**src/rtl/galaksija_tape_pkg.sv**
```systemverilog
// galaksija_tape_pkg
// Shared definitions for the cassette playback sequencer: FSM state type,
// bit-cell geometry, default timing, and the slot-to-level mapping used by
// the bit generator.
package galaksija_tape_pkg;

  typedef enum logic [2:0] {
    IDLE,
    LEADER,
    FETCH,
    LOAD,
    PLAY,
    GAP
  } tape_state_t;

  localparam int unsigned SLOTS_PER_BIT = 8;
  localparam int unsigned SYNC_SLOT     = 0;
  localparam int unsigned DATA_SLOT     = 4;

  localparam int unsigned DEF_SLOT_CYCLES  = 1151;
  localparam int unsigned DEF_GAP_CYCLES   = 13001;
  localparam int unsigned DEF_LEADER_BYTES = 96;

  // Tape level for one slot of a bit cell: low for the sync slot, low in the
  // data slot for a '1', high everywhere else.
  function automatic logic cell_level(input logic [2:0] slot, input logic data_bit);
    return !((slot == 3'(SYNC_SLOT)) || ((slot == 3'(DATA_SLOT)) && data_bit));
  endfunction

endpackage

```
**src/rtl/galaksija_tape_bitgen.sv**
```systemverilog
// galaksija_tape_bitgen
// Serialises one byte LSB-first into Galaksija pulse-coded bit cells and
// times the inter-byte gap.
// Ports:
//   clk, reset  - clock, asynchronous active-high reset
//   clear       - abandon the current byte, force tape_bit high
//   load        - capture byte_in, zero timer/slot/bit counters
//   byte_in     - byte to serialise
//   tick_en     - throttle; timer advances only when high
//   play, gap   - sequencer is in a bit-cell phase / in the gap slot
//   byte_end    - strobe: slot 6 of bit 7 expires (gap slot follows)
//   gap_end     - strobe: gap slot expires
//   tape_bit    - registered serial tape level, idle high
module galaksija_tape_bitgen
  import galaksija_tape_pkg::*;
#(
  parameter int unsigned SLOT_CYCLES = DEF_SLOT_CYCLES,
  parameter int unsigned GAP_CYCLES  = DEF_GAP_CYCLES
) (
  input  logic       clk,
  input  logic       reset,
  input  logic       clear,
  input  logic       load,
  input  logic [7:0] byte_in,
  input  logic       tick_en,
  input  logic       play,
  input  logic       gap,
  output logic       byte_end,
  output logic       gap_end,
  output logic       tape_bit
);

  localparam int unsigned TIMER_MAX = (GAP_CYCLES > SLOT_CYCLES) ? GAP_CYCLES : SLOT_CYCLES;
  localparam int unsigned TIMER_W   = $clog2(TIMER_MAX);

  logic [TIMER_W-1:0] timer;
  logic [2:0]         slot;
  logic [2:0]         bit_idx;
  logic [7:0]         shift_byte;
  logic               slot_wrap;

  assign slot_wrap = play && tick_en && (timer == TIMER_W'(SLOT_CYCLES - 1));
  // The eighth slot of bit 7 is the gap, timed separately by the sequencer.
  assign byte_end  = slot_wrap && (bit_idx == 3'd7) && (slot == 3'(SLOTS_PER_BIT - 2));
  assign gap_end   = gap && tick_en && (timer == TIMER_W'(GAP_CYCLES - 1));

  always_ff @(posedge clk or posedge reset) begin
    if (reset) begin
      timer      <= '0;
      slot       <= '0;
      bit_idx    <= '0;
      shift_byte <= '0;
      tape_bit   <= 1'b1;
    end else if (load || clear) begin
      timer    <= '0;
      slot     <= '0;
      bit_idx  <= '0;
      tape_bit <= 1'b1;
      if (load) shift_byte <= byte_in;
    end else begin
      // Level follows the frozen slot while throttled, so it holds too.
      tape_bit <= play ? cell_level(slot, shift_byte[0]) : 1'b1;
      if (play && tick_en) begin
        if (slot_wrap) begin
          timer <= '0;
          slot  <= slot + 1'b1;
          if (slot == 3'(SLOTS_PER_BIT - 1)) begin
            bit_idx    <= bit_idx + 1'b1;
            shift_byte <= {1'b0, shift_byte[7:1]};
          end
        end else begin
          timer <= timer + 1'b1;
        end
      end else if (gap && tick_en) begin
        timer <= gap_end ? '0 : timer + 1'b1;
      end
    end
  end

endmodule

```
**src/rtl/galaksija_tape_player.sv**
```systemverilog
// galaksija_tape_player
// Cassette playback sequencer: walks the tape buffer from address 0 to the
// programmed last address, fetching each byte over a 1-cycle-latency read
// port and handing it to the bit generator.
// Optional: define TAPE_LEADER_EN to precede the data with LEADER_BYTES
// bytes of 0x00 (no RAM reads during the leader).
// Ports:
//   clk, reset  - cpuclk, asynchronous active-high reset
//   start       - pulse: (re)start playback at address 0, sample last_addr
//   abort       - pulse: stop playback (wins over start)
//   tick_en     - throttle for all slot/gap timing
//   last_addr   - last buffer address played, inclusive
//   rd_addr     - buffer read address; rd_data valid one cycle later
//   rd_data     - buffer read data
//   tape_bit    - serial tape level, idle high
//   active      - high while playing
//   cur_addr    - address of the byte being played
//   done        - pulse when the last byte's gap completes
module galaksija_tape_player
  import galaksija_tape_pkg::*;
#(
  parameter int unsigned ADDR_W       = 14,
  parameter int unsigned SLOT_CYCLES  = DEF_SLOT_CYCLES,
  parameter int unsigned GAP_CYCLES   = DEF_GAP_CYCLES,
  parameter int unsigned LEADER_BYTES = DEF_LEADER_BYTES
) (
  input  logic              clk,
  input  logic              reset,
  input  logic              start,
  input  logic              abort,
  input  logic              tick_en,
  input  logic [ADDR_W-1:0] last_addr,
  output logic [ADDR_W-1:0] rd_addr,
  input  logic [7:0]        rd_data,
  output logic              tape_bit,
  output logic              active,
  output logic [ADDR_W-1:0] cur_addr,
  output logic              done
);

  tape_state_t       state;
  logic [ADDR_W-1:0] last_q;
  logic              byte_end;
  logic              gap_end;
  logic              bg_load;
  logic              bg_clear;
  logic              in_play;
  logic              in_gap;
  logic [7:0]        bg_byte;

  assign in_gap   = (state == GAP);
  assign bg_clear = start || abort;

`ifdef TAPE_LEADER_EN
  localparam int unsigned LCNT_W = (LEADER_BYTES > 1) ? $clog2(LEADER_BYTES) : 1;

  logic [LCNT_W-1:0] leader_cnt;
  logic              in_leader;
  logic              leader_next;

  // Leader bytes are loaded straight into the bit generator as 0x00, on
  // start and at the end of each non-final leader gap.
  assign leader_next = in_gap && gap_end && in_leader && (leader_cnt != LCNT_W'(LEADER_BYTES - 1));
  assign in_play     = (state == PLAY) || (state == LEADER);
  assign bg_load     = (state == LOAD) || (start && !abort) || leader_next;
  assign bg_byte     = (state == LOAD) ? rd_data : 8'h00;
`else
  // LEADER_BYTES has no effect without the leader feature.
  if (LEADER_BYTES == 0) begin : g_leader_inert
  end
  assign in_play = (state == PLAY);
  assign bg_load = (state == LOAD);
  assign bg_byte = rd_data;
`endif

  galaksija_tape_bitgen #(
    .SLOT_CYCLES (SLOT_CYCLES),
    .GAP_CYCLES  (GAP_CYCLES)
  ) u_bitgen (
    .clk      (clk),
    .reset    (reset),
    .clear    (bg_clear),
    .load     (bg_load),
    .byte_in  (bg_byte),
    .tick_en  (tick_en),
    .play     (in_play),
    .gap      (in_gap),
    .byte_end (byte_end),
    .gap_end  (gap_end),
    .tape_bit (tape_bit)
  );

  always_ff @(posedge clk or posedge reset) begin
    if (reset) begin
      state    <= IDLE;
      last_q   <= '0;
      rd_addr  <= '0;
      cur_addr <= '0;
      active   <= 1'b0;
      done     <= 1'b0;
`ifdef TAPE_LEADER_EN
      leader_cnt <= '0;
      in_leader  <= 1'b0;
`endif
    end else begin
      done <= 1'b0;
      if (abort) begin
        // cur_addr is held so the progress display stays put.
        state  <= IDLE;
        active <= 1'b0;
`ifdef TAPE_LEADER_EN
        in_leader <= 1'b0;
`endif
      end else if (start) begin
        last_q   <= last_addr;
        cur_addr <= '0;
        rd_addr  <= '0;
        active   <= 1'b1;
`ifdef TAPE_LEADER_EN
        state      <= LEADER;
        in_leader  <= 1'b1;
        leader_cnt <= '0;
`else
        state <= FETCH;
`endif
      end else begin
        case (state)
          IDLE:         state <= IDLE;
          FETCH:        state <= LOAD;
          LOAD:         state <= PLAY;
          PLAY, LEADER: if (byte_end) state <= GAP;
          GAP: begin
            if (gap_end) begin
`ifdef TAPE_LEADER_EN
              if (in_leader) begin
                if (leader_cnt == LCNT_W'(LEADER_BYTES - 1)) begin
                  in_leader <= 1'b0;
                  state     <= FETCH;
                end else begin
                  leader_cnt <= leader_cnt + 1'b1;
                  state      <= LEADER;
                end
              end else
`endif
              if (cur_addr == last_q) begin
                state  <= IDLE;
                active <= 1'b0;
                done   <= 1'b1;
              end else begin
                cur_addr <= cur_addr + 1'b1;
                rd_addr  <= cur_addr + 1'b1;
                state    <= FETCH;
              end
            end
          end
          default: state <= IDLE;
        endcase
      end
    end
  end

endmodule

```
**config.mk**
```make
export PLATFORM = sky130hd
export DESIGN_NAME = galaksija_tape_player
export DESIGN_NICKNAME = d
export VERILOG_FILES = /design/src/rtl/galaksija_tape_pkg.sv /design/src/rtl/galaksija_tape_bitgen.sv /design/src/rtl/galaksija_tape_player.sv
export SDC_FILE = /design/constraint.sdc
export NUM_CORES = 1
export LEC_CHECK = 0
export CAP_MARGIN = 25
export CORE_UTILIZATION = 54
export CTS_BUF_LIST = sky130_fd_sc_hd__clkbuf_16
export CTS_CLUSTER_SIZE = 14
export DETAILED_ROUTE_END_ITERATION = 7
export GPL_TIMING_DRIVEN = 0
export PLACE_DENSITY = 0.81
export SYNTH_ARGS = -nofsm -noshare
export SYNTH_HDL_FRONTEND = slang
export SYNTH_SLANG_ARGS = --single-unit
```
**constraint.sdc**
```tcl
create_clock -name clk -period 3 [get_ports clk]
set_input_delay 0.9 -clock clk [delete_from_list [all_inputs] [get_ports clk]]
set_output_delay 0.9 -clock clk [all_outputs]
set_load 0.05 [all_outputs]
```
### Yosys cells after proc, flatten, opt, wreduce, memory -nomap -nowiden

Index checks and enable logic that the tools add are counted.

* output and inout bits: 31
* flip-flop bits (word level): 62
* word-level logic and storage cells: 99
* input port bits: 27

* mux-type cells: 39
* reductions and logical operators: 29
* equal/unequal tests: 16
* bitwise gates (word level): 1
* add/sub/neg operators: 4

Operators by type and width (number)
* 14-bit two-way mux: 9
* 8-bit two-way mux: 5
* 3-bit two-way mux: 11
* 14-bit by 1-bit adder with 14-bit output, second input constant: 2
* 3-bit == test, second input constant: 6
* 14-bit by 11-bit == test with 1-bit output, second input constant: 1
* 14-bit == test: 1
* 14-bit == test, second input constant: 1
* 1-bit two-way mux: 12
* 3-bit case mux with 4 select lines: 1
* 3-bit nonzero test: 4
* 2-bit nonzero test: 5
* 4-bit inequality test, second input constant: 2
* 4-bit AND reduction: 2
* 1-bit logical AND: 7
* 3-bit by 1-bit adder with 3-bit output, second input constant: 2
* 3-bit by 2-bit == test with 1-bit output, second input constant: 2
* 2-bit AND reduction: 3
* 3-bit AND reduction: 2
* 3-bit by 1-bit == test with 1-bit output, second input constant: 1
* 3-bit zero test: 1
* 1-bit logical OR: 3
* 2-bit two-way mux: 1
* 2-bit by 1-bit inequality test with 1-bit output, second input constant: 1
* other kinds (4): 4

### Depth between registers and ports, before layout

* depth after elaboration: 9
* gate-level depth with buffers: 9
* gate-level depth less buffers: 7

### By module

Synthesis repeated with hierarchy kept, for this count alone.

* cell total of the unflattened synthesis: 389
* area, all modules: 3652.3 µm²

Modules (own cells, without submodules)
* galaksija_tape_player: cells an instance 210, sequential area each 825.8 µm², times used 1, area each 1884.3 µm²
* galaksija_tape_bitgen: cells an instance 179, sequential area each 726.9 µm², times used 1, area each 1767.9 µm²

### Worst setup path before layout

OpenSTA, ideal clock, no wires.

* path kind: input to register
* start: input tick_en
* end: register cur_addr[10]
* required time: 2.922 ns
* cell stages on the path: 6
* library setup time: 0.078 ns
* path buffers: 1
* slack: -0.034 ns
* arrival time: 2.956 ns
* path through: or4bb_1 or4_4 or2_4 buf_6 or4_1 a21oi_1

* longest elaborated chain between the ends: 4

Ends and longest elaborated chain
* start, declared: RTL line galaksija_tape_player.sv:31 `input logic tick_en,`
* 1-bit logical AND (2 in series): RTL line galaksija_tape_bitgen.sv:45 `assign gap_end = gap && tick_en && (timer == TIMER_W'(GAP_CYCLES - 1));`
* 2-bit nonzero test (no source line)
* 4-bit AND reduction (no source line)
* end signal, assigned: RTL line galaksija_tape_player.sv:150 `cur_addr <= cur_addr + 1'b1;`
* end, declared: RTL line galaksija_tape_player.sv:37 `output logic [ADDR_W-1:0] cur_addr,`

Every way passes these cells.
A chain may end at the register's enable or synchronous reset.

### Final worst setup path

* start: input tick_en
* end: register cur_addr[3]

Same word-level chain as after synthesis.

==> impl_metrics.py <==
metrics = {
    "cts": {
        "postCtsHoldBufs": 0,
        "clockBufferDepth": 2,
        "root_buffer": "clkbuf_16",
        "clock_latency_ns": 0.33,
        "cts-htree-levels": 3,
        "cts_buffers": 9,
        "cts_tree": "yes",
        "clkTransAtPathRegs_ns": 0.05,
        "cts.sinks": 62,
    },
    "run_status": {
        "status": "completed",
    },
    "setup_path": {
        "cp.required_ns": 3.24,
        "path_delay_family": "simple AND/OR/NAND/NOR gates",
        "crit_buf_inv": 2,
        "crit_type": "primary input to flip-flop",
        "worst_path_max_delay_cell": "or4_4",
        "cp_max_fo": 5,
        "slowest_delay_ns": 0.59,
        "cp_cell_sequence": "clkbuf_2 -> or4bb_4 -> or4_4 -> or2_4 -> clkbuf_16 -> or4_1 -> a21oi_1",
        "end_kind": "flip-flop",
        "arrival_ns": 3.16,
        "start_kind": "primary input",
    },
    "sta": {
        "max_slew_margin": 0.543,
        "setup_viol": 0,
        "final_hold_viol_count": 0,
        "slew_viol_final": 0,
        "period_needed_ns": 2.92,
        "clock_skew_ns": 0.00486,
        "fmax_ghz": 0.342,
        "tightestPinTransition_ns": 0.684,
        "fin_crit_sh": 0.973,
        "final.setup.tns_ns": 0,
    },
    "finish": {
        "num-fill-cells": 429,
        "fin_area_um2": 4620,
        "fin_cells": 525,
        "area_delta_synth_final_pct": 31.7,
        "n_antenna_cell": 0,
        "layout.nets": 482,
        "drive_gt1_frac": 0.156,
    },
    "detailed_routing": {
        "drc": 0,
        "dr.pass1.iters": 5,
        "drtIter0Drc": 305,
        "antenna_left": 0,
        "vias_per_cell": 5.73,
        "post_drt_wl_per_cell_um": 15.7,
        "vias": 3006,
        "wl_um": 8260,
    },
    "logic_synthesis": {
        "yosysSeqAreaShare": 0.443,
        "synth_edf_count": 0,
        "synth_area_um2": 3500,
        "syn_nets": 411,
        "postSynthCellCount": 374,
        "ys_types": 53,
        "yosysWarningCount": 0,
        "synth_area_leader_cell": "dfrtp_1",
        "ys_ff_latch": 62,
        "ys.flop_type": "dfrtp_1",
        "synth_area_leaders": "dfrtp_1 44%, nand2_1 7.0%, mux2_2 4.2%, xor2_1 3.7%, ha_1 3.6%",
        "avgSynthCellArea_um2": 9.37,
        "yosysTopAreaCellShare": 0.436,
        "async_flop_share": 1.00,
    },
    "grt": {
        "grt_max_degree": 33,
        "grt_antenna_before_repair": 0,
        "gr-total-overflow": 0,
        "grt_usage": 0.264,
        "grt_pass1_wl_um": 13600,
        "grt_pass1_vias": 3009,
    },
    "floorplanning": {
        "design.core.area_um2": 6100,
        "io_pins": 58,
        "die-area_um2": 6820,
        "die_x_um": 82.6,
        "die_y_um": 82.6,
        "start_util": 0.575,
        "num_rows": 28,
    },
    "place": {
        "routabilityCongestion": 0.839,
        "place_area_um2": 4190,
        "place_inst": 507,
        "post-dp-hpwl_um": 5580,
        "port_buffers": 57,
    },
    "power_and_ir_drop": {
        "leakagePower_nw": 1.98,
        "power_density_nw_per_um2": 483,
        "ir_worst_vdd_v": 0.000570,
    },
    "hold_path": {
        "hp-class": "flip-flop to flip-flop",
    },
    "job": {
        "maxCapViolCount": 0,
    },
}
==> kinds of logic (layout without fill, tap and decap cells) <==
kind of cell | after synthesis | in the layout | share of synthesized area
compound gates | 39 | 39 | 0.0757
xor+xnor | 29 | 29 | 0.0725
fa+ha+maj | 10 | 10 | 0.0357
buf+inv | 45 | 121 | 0.0682
flops | 62 | 62 | 0.443
mux | 18 | 18 | 0.0561
simple gates | 171 | 171 | 0.249
==> area by class of cell <==
type                       count  area (µm²)  share of cell area
clock inverter                 7        80.1              0.0173
timing repair buffer          60         618               0.134
multi-input combinational    267        1800               0.390
buffer                        33         203              0.0439
inverter                      12        45.0             0.00976
sequential                    62        1550               0.336
tap                           75        93.8              0.0203
clock buffer                   9         225              0.0488
==> cell usage after synthesis, drive strengths merged, types with 2 or more instances <==
library cell and instances:
a21oi 9, a31oi 2, and3b 4, and4 3, buf 18, clkbuf 15, dfrtp 61, ha 10
inv 12, mux2 13, mux2i 5, nand2 65, nand2b 5, nand3 11, nand3b 2, nand4 8
nand4b 2, nor2 31, nor2b 2, nor3 7, nor4 10, o21ai 7, o31ai 9, or2 2
or3 5, or4 10, xnor2 14, xor2 15
==> layer usage <==
layer  up-vias  part of all wire  track usage
met1      1462              0.46        0.351
met5         -                 0            0
li1       1429                 -            -
met3        21             0.053       0.0615
met2        94              0.47        0.432
met4         0             0.018       0.0707
==> per-stage QoR <==
step	hold slack [ns]	setup WS, ns	utilization	power, mW
after global placement	0.467	-0.714	0.684	1.16
after detailed placement	0.478	-0.715	0.687	1.17
after global routing	0.516	-0.00184	0.757	2.30
final	0.488	0.0802	0.757	2.23
after floorplan	0.428	0.0467	-	1.09
after CTS	0.488	0.00842	0.747	2.23
==> report_power, final <==
part,internal (mW),switching (mW),leakage [nW],total [mW]
Clock,0.713,0.357,0.153,1.07
Sequential,0.906,0.0407,0.819,0.947
Combinational,0.110,0.104,1.00,0.214
Total,1.73,0.501,1.98,2.23
==> worst paths after layout <==
check / endpoint / slack (ns) / depth (start not counted) / startpoint
worst max-delay path: cur_addr[3] / 0.08 / 7 / tick_en
worst min-delay path: u_bitgen.tape_bit / 0.49 / 1 / u_bitgen.shift_byte[0]
worst max register to register: u_bitgen.shift_byte[4] / 0.21 / 7 / state[0]
worst min register to register: u_bitgen.tape_bit / 0.49 / 1 / u_bitgen.shift_byte[0]
max in group asynchronous: cur_addr[8] / 1.39 / 3 / reset
min in group asynchronous: u_bitgen.shift_byte[5] / 1.00 / 2 / reset
==> state kept, by name, indices dropped and copies added (netlist names) <==
| signal | cells |
|---|---|
| last_q | 14 |
| state | 3 |
| cur_addr | 14 |
| done | 1 |
| u_bitgen.tape_bit | 1 |
| active | 1 |
| u_bitgen.timer | 14 |
| u_bitgen.shift_byte | 8 |
| u_bitgen.bit_idx | 3 |
| u_bitgen.slot | 3 |
==> layout by cell type, fill, tap and decap left out, types with 3 or more instances in the layout <==
cell type / instances
clkinv_1: 3
mux2i_1: 5
clkbuf_16: 10
mux2_2: 13
nand3_1: 11
nor2_1: 30
o21ai_0: 6
o31ai_1: 5
a21oi_1: 6
dfrtp_1: 61
and4_1: 3
clkdlybuf4s50_1: 56
and3b_1: 4
or3_1: 5
inv_1: 12
nand2b_1: 5
ha_1: 10
or4_4: 3
nand2_1: 65
clkbuf_2: 4
or4_1: 7
nor4_1: 8
nand4_1: 8
a21oi_2: 3
buf_4: 16
xnor2_1: 14
xor2_1: 15
nor3_1: 7
clkbuf_1: 11
==> timing repair <==
item / 4_1_cts / 5_1_grt
setup endpoints to repair: 35 / 27
gates resized for setup: 12 / 13
gates cloned: 0 / 1
pin swaps: 6 / 4
buffers inserted: 1 / 0
hold endpoints to repair: 0 / 0
Note: power is estimated with default switching activity, not from simulation.
